$ cat src/rtl/adc_scan_avg.sv
// Purpose : autonomous ADC channel scanner; oversamples each slot 2^AVG_LOG2 times
//           and keeps the truncated average per slot in a small result bank.
// Latency : 3 cycles + ADC latency per sample; rd_data is 1 cycle after rd_addr.
// Backpressure: command held stable until command_ready; one command outstanding.
//
// Ports:
//   clock_clk, reset_sink_reset      : clock, synchronous active-high reset
//   enable, continuous               : scan control (level / single-pass on rising edge)
//   command_*                        : Avalon-ST command to the ADC core (SOP=EOP=valid)
//   response_*                       : Avalon-ST sample returned by the ADC core
//   rd_addr, rd_data                 : result bank read port (out of range reads 0)
//   busy, scan_done, err             : scan status, end-of-pass pulse, sticky error
module adc_scan_avg #(
    parameter int                     NUM_CH   = 4,
    parameter int                     CH_W     = 5,
    parameter int                     DATA_W   = 12,
    parameter int                     AVG_LOG2 = 2,
    parameter logic [NUM_CH*CH_W-1:0] CH_MAP   = {5'd4, 5'd3, 5'd2, 5'd1},
    parameter int                     TIMEOUT  = 1023
) (
    input  logic              clock_clk,
    input  logic              reset_sink_reset,
    input  logic              enable,
    input  logic              continuous,
    output logic              command_valid,
    output logic [CH_W-1:0]   command_channel,
    output logic              command_startofpacket,
    output logic              command_endofpacket,
    input  logic              command_ready,
    input  logic              response_valid,
    input  logic [CH_W-1:0]   response_channel,
    input  logic [DATA_W-1:0] response_data,
    input  logic [3:0]        rd_addr,
    output logic [DATA_W-1:0] rd_data,
    output logic              busy,
    output logic              scan_done,
    output logic              err
);

    localparam int ACC_W = DATA_W + AVG_LOG2;
    localparam int CNT_W = AVG_LOG2 + 1;
    localparam int TMO_W = $clog2(TIMEOUT + 1);
    localparam logic [CNT_W-1:0] CNT_FULL  = CNT_W'(1) << AVG_LOG2;
    localparam logic [TMO_W-1:0] TMO_MAX   = TMO_W'(TIMEOUT);
    localparam logic [3:0]       SLOT_LAST = 4'(NUM_CH - 1);

    typedef enum logic [1:0] {IDLE, ISSUE, WAIT, STORE} state_t;

    state_t            state_q;
    logic [3:0]        slot_q;
    logic [CNT_W-1:0]  cnt_q;
    logic [ACC_W-1:0]  acc_q;
    logic [TMO_W-1:0]  tmo_q;
    logic              en_q;
    logic              rst_win_q;
    logic              cmd_vld_q;
    logic [CH_W-1:0]   cmd_ch_q;
    logic              busy_q;
    logic              done_q;
    logic              err_q;
    logic [DATA_W-1:0] rd_data_q;
    logic [DATA_W-1:0] res_q [NUM_CH];

    // Channel scanned by a slot; constant-index lookup keeps slot values
    // beyond NUM_CH-1 harmless.
    function automatic logic [CH_W-1:0] slot_ch(input logic [3:0] s);
        slot_ch = '0;
        for (int i = 0; i < NUM_CH; i++) begin
            if (s == 4'(i)) slot_ch = CH_MAP[i*CH_W +: CH_W];
        end
    endfunction

    logic             start;
    logic             rsp_hit;
    logic             tmo_hit;
    logic             sample_done;
    logic [ACC_W-1:0] acc_add;
    logic [CNT_W-1:0] cnt_inc;

    // continuous mode is level-triggered; single-pass needs a fresh rising edge
    assign start       = enable && (continuous || !en_q);
    assign rsp_hit     = response_valid && (response_channel == slot_ch(slot_q));
    // a matching response in the timeout cycle wins over the timeout
    assign tmo_hit     = !rsp_hit && (tmo_q == TMO_MAX);
    assign sample_done = rsp_hit || tmo_hit;
    assign acc_add     = rsp_hit ? ACC_W'(response_data) : '0;
    assign cnt_inc     = cnt_q + CNT_W'(1);

    always_ff @(posedge clock_clk) begin
        if (reset_sink_reset) begin
            state_q   <= IDLE;
            slot_q    <= '0;
            cnt_q     <= '0;
            acc_q     <= '0;
            tmo_q     <= '0;
            en_q      <= 1'b0;
            rst_win_q <= 1'b1;
            cmd_vld_q <= 1'b0;
            cmd_ch_q  <= '0;
            busy_q    <= 1'b0;
            done_q    <= 1'b0;
            err_q     <= 1'b0;
            for (int i = 0; i < NUM_CH; i++) res_q[i] <= '0;
        end else begin
            en_q      <= enable;
            rst_win_q <= 1'b0;
            done_q    <= 1'b0;
            case (state_q)
                IDLE: begin
                    // a stale response landing right after reset is not an error
                    if (response_valid && !rst_win_q) err_q <= 1'b1;
                    if (start) begin
                        state_q   <= ISSUE;
                        busy_q    <= 1'b1;
                        cmd_vld_q <= 1'b1;
                        cmd_ch_q  <= slot_ch(4'd0);
                    end
                end
                ISSUE: begin
                    if (response_valid) err_q <= 1'b1;
                    if (command_ready) begin
                        cmd_vld_q <= 1'b0;
                        tmo_q     <= '0;
                        state_q   <= WAIT;
                    end
                end
                WAIT: begin
                    if (response_valid && !rsp_hit) err_q <= 1'b1;
                    if (tmo_hit) err_q <= 1'b1;
                    if (sample_done) begin
                        acc_q <= acc_q + acc_add;
                        cnt_q <= cnt_inc;
                        if (cnt_inc == CNT_FULL) begin
                            state_q <= STORE;
                        end else begin
                            state_q   <= ISSUE;
                            cmd_vld_q <= 1'b1;
                            cmd_ch_q  <= slot_ch(slot_q);
                        end
                    end else begin
                        tmo_q <= tmo_q + TMO_W'(1);
                    end
                end
                STORE: begin
                    for (int i = 0; i < NUM_CH; i++) begin
                        if (slot_q == 4'(i)) res_q[i] <= DATA_W'(acc_q >> AVG_LOG2);
                    end
                    acc_q <= '0;
                    cnt_q <= '0;
                    if (slot_q == SLOT_LAST) begin
                        done_q <= 1'b1;
                        slot_q <= '0;
                        if (continuous && enable) begin
                            state_q   <= ISSUE;
                            cmd_vld_q <= 1'b1;
                            cmd_ch_q  <= slot_ch(4'd0);
                        end else begin
                            state_q <= IDLE;
                            busy_q  <= 1'b0;
                        end
                    end else if (!enable) begin
                        // abandoned pass: next scan starts again from slot 0
                        slot_q  <= '0;
                        state_q <= IDLE;
                        busy_q  <= 1'b0;
                    end else begin
                        slot_q    <= slot_q + 4'd1;
                        state_q   <= ISSUE;
                        cmd_vld_q <= 1'b1;
                        cmd_ch_q  <= slot_ch(slot_q + 4'd1);
                    end
                end
                default: state_q <= IDLE;
            endcase
        end
    end

    // Registered read; a same-cycle STORE to the addressed slot returns the old value.
    always_ff @(posedge clock_clk) begin
        if (reset_sink_reset) begin
            rd_data_q <= '0;
        end else begin
            rd_data_q <= '0;
            for (int i = 0; i < NUM_CH; i++) begin
                if (rd_addr == 4'(i)) rd_data_q <= res_q[i];
            end
        end
    end

    assign command_valid         = cmd_vld_q;
    assign command_channel       = cmd_ch_q;
    assign command_startofpacket = cmd_vld_q;
    assign command_endofpacket   = cmd_vld_q;
    assign rd_data               = rd_data_q;
    assign busy                  = busy_q;
    assign scan_done             = done_q;
    assign err                   = err_q;

endmodule
$ cat config.mk
export PLATFORM = sky130hd
export DESIGN_NAME = adc_scan_avg
export DESIGN_NICKNAME = d
export VERILOG_FILES = /design/src/rtl/adc_scan_avg.sv
export SDC_FILE = /design/constraint.sdc
export NUM_CORES = 1
export LEC_CHECK = 0
export ABC_AREA = 1
export BUFFER_PORTS_ARGS = -buffer_cell sky130_fd_sc_hd__buf_4
export CAP_MARGIN = 20
export CORE_ASPECT_RATIO = 0.9
export CORE_MARGIN = 3
export CORE_UTILIZATION = 54
export DETAILED_ROUTE_END_ITERATION = 12
export GPL_TIMING_DRIVEN = 0
export PLACE_DENSITY_LB_ADDON = 0.15
export SETUP_SLACK_MARGIN = 0.15
export SLEW_MARGIN = 20
export SYNTH_ARGS = -nofsm -noshare
export SYNTH_HDL_FRONTEND = slang
export SYNTH_SLANG_ARGS = --single-unit
export TNS_END_PERCENT = 10
$ cat constraint.sdc
create_clock -name clock_clk -period 2.82 [get_ports clock_clk]
set_input_delay 0 -clock clock_clk [delete_from_list [all_inputs] [get_ports clock_clk]]
set_output_delay 0 -clock clock_clk [all_outputs]
set_load 0.05 [all_outputs]
==> impl_metrics.ini, run 1 <==
[synth]
synth_area_um2 = 5335
ys_seq_area_share_pct = 47.28
synth_cell_types = 41
synth_seq_cells = 102
yosys_warnings = 0
synth_area_per_cell_um2 = 7.939
synth_cells = 672

[sta]
max_slew_margin_pct = 46.63
setup_viol = 8
hold_viol_final = 0
final.setup.tns_ns = -0.2630
tightest_slew_ns = 0.7976
worst_hold_slack_ns = 0.009704
rsz0062_at_grt = yes
finalWorstSetupSlack_ns = -0.1330
clock_skew_ns = 0.01352
slew_violations = 0
fin_crit_ns = 2.953
final.period_utilization_pct = 104.7
max_freq_mhz = 338.6

[power]
ir_drop_uv = 506.5
swShare_pct = 38.38
finalPower_mw = 4.060
p_seq_share_pct = 44.4
combPwrFrac_pct = 33.2
clock_power_share_pct = 22.4
p_switching_mw = 1.558
power_density_nw_per_um2 = 581.4
power_leakage_nw = 2.827
intPower_mw = 2.502

[global_routing]
grt_usage_pct = 25.03
grt.overflow.total = 0
grt_first_pass_wirelength_um = 22530
first_global_vias = 4681
grt_max_degree = 19
antenna_found_initial = 0

[drt]
drt-met1-wl_um = 6188
ant_nets = 0
wl_um = 15600
wl_per_cell_um = 17.27
drtIter0Drc = 418
via_per_inst = 5.771
vias = 5211
wl_met2_um = 7632
drt_first_pass_iters = 6
met3_length_um = 1314
drcViolationCount = 0
routed.top_layer = met4

[outcome]
failed_checks = setup timing
status = finished with violations

[setup_path]
arrival_ns = 3.27
critPathRequiredTime_ns = 3.13
path_common_cell = nand2_1
worst-path-max-fanout = 6
path_class = reg2reg
timing.critical_path.to_type = flop
r2r_cells = 19
crit_chain = buf_6 > ha_4 > nand2_4 > nand2_2 > nand3_2 > nand2_2 > nor2_4 > nand2_8 > clkbuf_16 > nor2_4 > ha_4 > a21oi_4 > o21ai_2 > nand2b_4 > nand2_1 > nand2_1 > nand2_1 > nand4_1 > a21oi_1
cp-start-kind = flop
slowest_stage = dfxtp_4
cp_slowest_stage_delay_ns = 0.39

[die]
initial_utilization_pct = 56.92
die_w_um = 110.8
row_count = 33
fp.coreArea_um2 = 9373
die_h_um = 100.3
ios = 50
die-area_um2 = 11110

[clock_network]
clk_latency_ns = 0.38
tritoncts = built
htree_levels = 3
clk_path_buf_depth = 2
numCtsBuffers = 9
cts.sinks = 102
cts_root_buf = clkbuf_8
clkTransAtPathRegs_ns = 0.11

[layout]
drive_gt1_share_pct = 25.86
seq_area_um2 = 2532
final_common_cell = nor2_1
syn_to_final_growth_pct = 30.91
finalNetCount = 824
post-route-util_pct = 74.52
final_cells = 903
diodes = 0
fin_area_um2 = 6984
multi_input_area_um2 = 2904
num-fill-cells = 697
layout_common_cells = nor2_1 (111), nand2_1 (108), buf_4 (75), inv_1 (65), nand3_1 (61)

[hold_path]
worst_hold_path_type = in2reg
whs_path_depth = 4

[placed_design]
io_buffers = 47
dpl_cell_area_um2 = 5876
dpl.hpwl_um = 9399
place_inst = 843
place_congestion = 0.9142
place_ws_ns = -0.3743

[flow_run]
maxCapViolations = 0
-- Yosys cell counts --
cell type	instances	share of area, %
nand2_1	130	9.1
nor2_1	123	8.7
inv_1	71	5.0
nand3_1	68	6.4
dfxtp_1	54	20
edfxtp_1	48	27
a21oi_1	36	3.4
clkbuf_1	22	1.5
ha_1	20	4.7
o21ai_0	16	1.5
nand4_1	13	1.5
a41oi_1	12	2.0
xor2_1	7	1.1
buf_4	5	0.70
nand3b_1	4	0.56
o211ai_1	4	0.56
a31oi_1	3	0.35
or2_0	3	0.35
or2_2	3	0.35
xnor2_1	3	0.49
inv_2	2	0.14
nand2_2	2	0.23
nor3_1	2	0.19
nor3b_1	2	0.28
nor4_1	2	0.23
o21a_1	2	0.28
a211oi_1	1	0.14
a21o_1	1	0.14
a22oi_1	1	0.14
a32oi_1	1	0.16
a41o_1	1	0.19
buf_2	1	0.094
buf_6	1	0.21
conb_1	1	0.070
fa_1	1	0.38
nand2_4	1	0.21
nand2b_1	1	0.12
nand3_4	1	0.33
nor2_8	1	0.38
o21bai_1	1	0.14
o21bai_4	1	0.35
-- registers in the layout, summed over array words and instances, names as in the netlist, 2 cells and up --
name / count
acc_q: 14
slot_q: 4
cnt_q: 3
res_q: 48
state_q: 2
tmo_q: 10
command_channel: 3
rd_data: 12
-- power by group through the flow --
stage / Combinational (mW) / Sequential [mW] / Clock, mW
after global placement: 1.10 / 1.82 / 0
after floorplan: 0.669 / 1.94 / 0
after detailed placement: 1.13 / 1.82 / 0
after global routing: 1.44 / 1.82 / 0.976
final: 1.35 / 1.80 / 0.911
after CTS: 1.22 / 1.79 / 0.917
-- layout make-up --
type,count,area share [%]
Timing Repair Buffer,91,11.00
Buffer,29,2.257
Clock inverter,6,0.7166
Sequential cell,102,36.26
Multi-Input combinational cell,470,41.58
Inverter,73,4.031
Tap cell,122,2.186
Clock buffer,10,1.971
-- worst max-delay path: cells and delay by family, from the launching register on --
family	cells	cell delay, ns
DFF	1	0.39
buffers and inverters	2	0.32
adders and majority gates	2	0.42
and+or+nand+nor	12	1.30
AOI/OAI and AO/OA	3	0.46
-- metal layers --
layer | GRT usage [%] | up-vias
li1 | - | 2433
met1 | 32.66 | 2421
met2 | 41.98 | 296
met3 | 5.485 | 61
met4 | 7.955 | 0
met5 | 0 | -
-- what timing repair did --
item | in CTS | in global routing
hold buffers | 5 | 0
setup buffers | 22 | 15
gates cloned | 2 | 0
setup endpoints to repair | 12 | 13
resized for setup | 55 | 77
pin swaps | 27 | 40
hold endpoints to repair | 7 | 0
-- final timing paths --
path	startpoint	endpoint	slack (ns)
min	rd_addr[1]	rd_data[3]	0.01
max reg2reg	slot_q[1]	acc_q[9]	-0.13
max	slot_q[1]	acc_q[9]	-0.13
min reg2reg	cnt_q[2]	cnt_q[2]	0.49
-- cell families after synthesis --
group / synth area share (%)
DFF: 47.28
and+or+nand+nor: 28.94
AOI/OAI and AO/OA: 9.311
other: 0.07029
xor gates and xnor gates: 1.642
adders and majority gates: 5.066
buffers and inverters: 7.692
Note: power is estimated with default switching activity, not from simulation.
==> run 2: changes to the inputs <==
--- a/config.mk
+++ b/config.mk
@@ -6,6 +6,7 @@
 export NUM_CORES = 1
 export LEC_CHECK = 0
 export ABC_AREA = 1
+export ABC_CLOCK_PERIOD_IN_PS = 2820
 export BUFFER_PORTS_ARGS = -buffer_cell sky130_fd_sc_hd__buf_4
 export CAP_MARGIN = 20
 export CORE_ASPECT_RATIO = 0.9
@@ -14,6 +15,7 @@
 export DETAILED_ROUTE_END_ITERATION = 12
 export GPL_TIMING_DRIVEN = 0
 export PLACE_DENSITY_LB_ADDON = 0.15
+export REMOVE_ABC_BUFFERS = 1
 export SETUP_SLACK_MARGIN = 0.15
 export SLEW_MARGIN = 20
 export SYNTH_ARGS = -nofsm -noshare
==> impl_metrics.ini, run 2 (synthesized netlist as in run 1, its figures left out) <==
[outcome]
status = finished with violations
failed_checks = setup timing

[drt]
ant_nets = 0
met3_length_um = 911
routed.top_layer = met4
drcViolationCount = 0
wl_met2_um = 6500
drtIter0Drc = 362
via_per_inst = 5.558
vias = 4819
drt-met1-wl_um = 5861
wl_um = 13470
wl_per_cell_um = 15.54
drt_first_pass_iters = 5

[global_routing]
first_global_vias = 4515
grt_first_pass_wirelength_um = 21860
grt_usage_pct = 24.33
grt_max_degree = 38
grt.overflow.total = 0
antenna_found_initial = 0

[layout]
top_register = res_q
finalNetCount = 788
layout_common_cells = nand2_1 (116), nor2_1 (114), buf_4 (78), inv_1 (64), nand3_1 (63)
fin_area_um2 = 6475
final_common_cell = nand2_1
drive_gt1_share_pct = 22.68
syn_to_final_growth_pct = 21.36
largest_register_ffs = 48
diodes = 0

[die]
ios = 50
die-area_um2 = 11110
die_h_um = 100.3
die_w_um = 110.8
fp.coreArea_um2 = 9373
initial_utilization_pct = 56.92
row_count = 33

[clock_network]
clk_latency_ns = 0.38
cts.sinks = 102
numCtsBuffers = 9
clkTransAtPathRegs_ns = 0.11
tritoncts = built
htree_levels = 3
cts_root_buf = clkbuf_8
clk_path_buf_depth = 2

[setup_path]
r2r_slack_ns = -0.06
timing.critical_path.to_type = flop
r2r_cells = 24
reg2reg_from = slot_q[1]
critPathRequiredTime_ns = 3.13
worst-path-max-fanout = 6
r2r-end = acc_q[10]
path_class = reg2reg
cp-start-kind = flop
startpoint = slot_q[1]
crit_end = acc_q[10]
arrival_ns = 3.18

[power]
power_leakage_nw = 2.622
clock_power_share_pct = 23.2
swShare_pct = 37.57
p_seq_share_pct = 46.1
combPwrFrac_pct = 30.6
p_switching_mw = 1.460
ir_drop_uv = 432.6
power_density_nw_per_um2 = 600.4
intPower_mw = 2.427

[sta]
fin_crit_ns = 2.878
final.period_utilization_pct = 102.1
clock_skew_ns = 0.01154
finalWorstSetupSlack_ns = -0.05842
max_freq_mhz = 347.4
tightest_slew_ns = 0.9660
max_slew_margin_pct = 35.36
hold_viol_final = 0
final.setup.tns_ns = -0.1006
slew_violations = 0
rsz0062_at_grt = yes
setup_viol = 3

[placed_design]
io_buffers = 47
place_ws_ns = -0.5998
dpl.hpwl_um = 8522
dpl_cell_area_um2 = 5737
place_congestion = 0.8488

[hold_path]
worst_hold_path_type = in2reg

[flow_run]
maxCapViolations = 0
==> run 2: final cells by class <==
cell class | count | area, µm²
multi-input combinational | 469 | 2656
sequential | 102 | 2532
fill | 744 | 2898
inverter | 73 | 282.8
timing repair buffer | 85 | 663.1
clock inverter | 6 | 50.05
clock buffer | 10 | 137.6
tap | 122 | 152.6
==> run 2: power groups by stage <==
| stage | registers [mW] | logic, mW | clock network, mW |
|---|---|---|---|
| after floorplan | 1.99 | 0.576 | 0 |
| after global placement | 1.81 | 1.04 | 0 |
| after detailed placement | 1.82 | 1.06 | 0 |
| after CTS | 1.78 | 1.14 | 0.924 |
| after global routing | 1.81 | 1.32 | 0.983 |
| final | 1.79 | 1.19 | 0.904 |
==> run 2: worst min-delay path by stage <==
stage,cells past startpoint,end,slack (ns),startpoint
final,4,rd_data[5],0.03,rd_addr[2]
after global routing,4,rd_data[5],0.07,rd_addr[2]
after CTS,4,rd_data[5],0.03,rd_addr[2]
after detailed placement,3,en_q,0.26,enable
after global placement,3,en_q,0.25,enable
after floorplan,0,rst_win_q,0.03,reset_sink_reset
==> run 2: stage by stage <==
step | utilization [%] | std cells | total power [mW] | hold WS, ns
floorplan | - | 644 | 2.562 | 0.02772
global placement | 60.90 | 813 | 2.858 | 0.2511
detailed placement | 61.21 | 815 | 2.881 | 0.2576
CTS | 67.39 | 861 | 3.850 | 0.02696
global route | 69.08 | 867 | 4.110 | 0.06611
finish | 69.08 | 867 | 3.887 | 0.03412
==> run 2: routing by layer <==
| layer | track usage, % | vias up |
|---|---|---|
| li1 | - | 2361 |
| met1 | 31.39 | 2260 |
| met2 | 41.79 | 176 |
| met3 | 5.063 | 22 |
| met4 | 7.008 | 0 |
| met5 | 0 | - |
==> run 2: repair_timing <==
action,in CTS,in global routing
buffers inserted,26,6
resized for setup,51,26
endpoints found under the hold margin,6,0
endpoints found under the setup margin,55,77
hold buffers,4,0
pin swaps,12,20
==> run 2: worst max-delay path, stage by stage (launching register included) <==
cell and delay, ns:
dfxtp_4 0.40, inv_4 0.05, ha_4 0.17, inv_2 0.06, nand3_2 0.08, nand2_2 0.08, nand2_2 0.07, nand2_2 0.08
nand2_2 0.06, inv_2 0.06, nand2_4 0.08, nor2_2 0.09, ha_2 0.19, inv_2 0.04, fa_2 0.33, inv_2 0.07
nand3_2 0.09, nand2_4 0.11, nand2_1 0.07, nand3_2 0.09, nand2_1 0.05, nand2_1 0.06, or2_2 0.10, nand4_1 0.12
a21oi_2 0.19
==> run 3: changes to the inputs <==
--- a/config.mk
+++ b/config.mk
@@ -9,9 +9,8 @@
 export ABC_CLOCK_PERIOD_IN_PS = 2820
 export BUFFER_PORTS_ARGS = -buffer_cell sky130_fd_sc_hd__buf_4
 export CAP_MARGIN = 20
-export CORE_ASPECT_RATIO = 0.9
 export CORE_MARGIN = 3
-export CORE_UTILIZATION = 54
+export CORE_UTILIZATION = 50
 export DETAILED_ROUTE_END_ITERATION = 12
 export GPL_TIMING_DRIVEN = 0
 export PLACE_DENSITY_LB_ADDON = 0.15
==> constraint.sdc (replaced) <==
create_clock -name clock_clk -period 2.82 [get_ports clock_clk]
set_input_delay 0 -clock clock_clk [delete_from_list [all_inputs] [get_ports clock_clk]]
set_output_delay 0 -clock clock_clk [all_outputs]
set_load 0.01 [all_outputs]
==> impl_metrics.ini, run 3 (synthesized netlist as in run 1, its figures left out) <==
[die]
row_count = 37
die_w_um = 109.3
die-area_um2 = 11950
ios = 50
die_h_um = 109.3
initial_utilization_pct = 51.45
fp.coreArea_um2 = 10370

[outcome]
failed_checks = setup timing
status = finished with violations

[sta]
fin_crit_ns = 2.856
max_freq_mhz = 350.1
final.period_utilization_pct = 101.3
tightest_slew_ns = 1.003
setup_viol = 1
hold_viol_final = 0
max_slew_margin_pct = 32.90
finalWorstSetupSlack_ns = -0.03607
slew_violations = 0
clock_skew_ns = 0.006468
rsz0062_at_grt = yes
final.setup.tns_ns = -0.03607

[drt]
drcViolationCount = 0
wl_per_cell_um = 15.51
drtIter0Drc = 288
ant_nets = 0
wl_um = 13520
vias = 4771
via_per_inst = 5.471
drt_first_pass_iters = 8

[clock_network]
cts.sinks = 102
tritoncts = built
cts_root_buf = clkbuf_8
numCtsBuffers = 9
clkTransAtPathRegs_ns = 0.10
htree_levels = 3
clk_latency_ns = 0.37
clk_path_buf_depth = 2

[global_routing]
grt_max_degree = 38
grt.overflow.total = 0
first_global_vias = 4344
grt_first_pass_wirelength_um = 21080
grt_usage_pct = 22.54
antenna_found_initial = 0

[setup_path]
timing.critical_path.to_type = flop
worst-path-max-fanout = 7
critPathRequiredTime_ns = 3.12
path_class = reg2reg
arrival_ns = 3.16
cp-start-kind = flop

[hold_path]
worst_hold_path_type = in2reg

[placed_design]
io_buffers = 47
dpl.hpwl_um = 8280
place_congestion = 0.8538
dpl_cell_area_um2 = 5736

[layout]
finalNetCount = 779
multi_input_area_um2 = 2869
syn_to_final_growth_pct = 24.77
seq_area_um2 = 2535
num-fill-cells = 870
drive_gt1_share_pct = 25.00
largest_register_ffs = 48
layout_common_cells = nand2_1 (108), nor2_1 (108), buf_4 (69), inv_1 (62), nand3_1 (61)
post-route-util_pct = 64.19
fin_area_um2 = 6656
top_register = res_q
diodes = 0

[power]
ir_drop_uv = 429.3
power_leakage_nw = 2.672
finalPower_mw = 3.653
power_density_nw_per_um2 = 548.8

[flow_run]
maxCapViolations = 0
## run 3: worst paths after layout
path | start | end | slack (ns) | depth (start not counted)
worst max-delay path | slot_q[2] | acc_q[10] | -0.04 | 20
worst min-delay path | reset_sink_reset | rst_win_q | 0.01 | 1
worst max register to register | slot_q[2] | acc_q[10] | -0.04 | 20
worst min register to register | cnt_q[1] | cnt_q[1] | 0.49 | 2
## run 3: worst max-delay path, stage by stage, from the launching register on
cell and delay (ns):
dfxtp_4 0.38, nor2_8 0.23, o211ai_1 0.16, nand2_1 0.10, nand2_1 0.07, nor2_2 0.17
nand2_4 0.12, nor2_4 0.13, ha_4 0.15, inv_4 0.04, fa_2 0.35, inv_2 0.07
nand3_2 0.09, nand2_4 0.12, nand2_4 0.06, nand3_4 0.08, nand2_2 0.06, nand2_2 0.06
or2_4 0.11, nand4_1 0.07, a21oi_1 0.16
## run 3: cell type report
type	instances	area share, %
well taps	136	2.556
flip-flops and latches	102	38.08
clock buffers	10	1.917
inverters	73	4.436
repair buffers	76	9.229
clock inverters	6	0.6767
multi-input cells	469	43.10
## run 3: through the flow
step / setup slack (ns) / std cells / hold slack (ns)
3_5_place_dp: -0.5848 / 827 / 0.2545
3_3_place_gp: -0.5137 / 827 / 0.2513
4_1_cts: 0.05338 / 859 / -0.0004086
5_1_grt: -0.1697 / 872 / 0.003389
6_report: -0.03607 / 872 / 0.01157
2_1_floorplan: -0.005644 / 644 / 0.02772
## run 3: what timing repair did
action / CTS / global route
pin swaps: 24 / 32
hold buffers: 3 / 0
endpoints found under the setup margin: 59 / 65
endpoints found under the hold margin: 6 / 0
resized for setup: 49 / 75
setup buffers: 13 / 13
## run 3: power breakdown
| part | internal [mW] | switching [mW] | total (mW) | leakage, nW |
|---|---|---|---|---|
| sequential | 1.68 | 0.110 | 1.79 | 0.939 |
| clock | 0.329 | 0.537 | 0.866 | 0.0910 |
| combinational | 0.358 | 0.634 | 0.993 | 1.64 |
| total | 2.37 | 1.28 | 3.65 | 2.67 |
## run 3: metal layers
| layer | vias to the layer above | part of all wire (%) | global-route usage (%) | routed length (µm) |
|---|---|---|---|---|
| li1 | 2342 | - | - | - |
| met1 | 2267 | 45 | 31.01 | 6071 |
| met2 | 141 | 49 | 37.02 | 6567 |
| met3 | 21 | 5.1 | 3.523 | 692 |
| met4 | 0 | 1.4 | 6.589 | 193 |
| met5 | - | 0 | 0 | 0 |
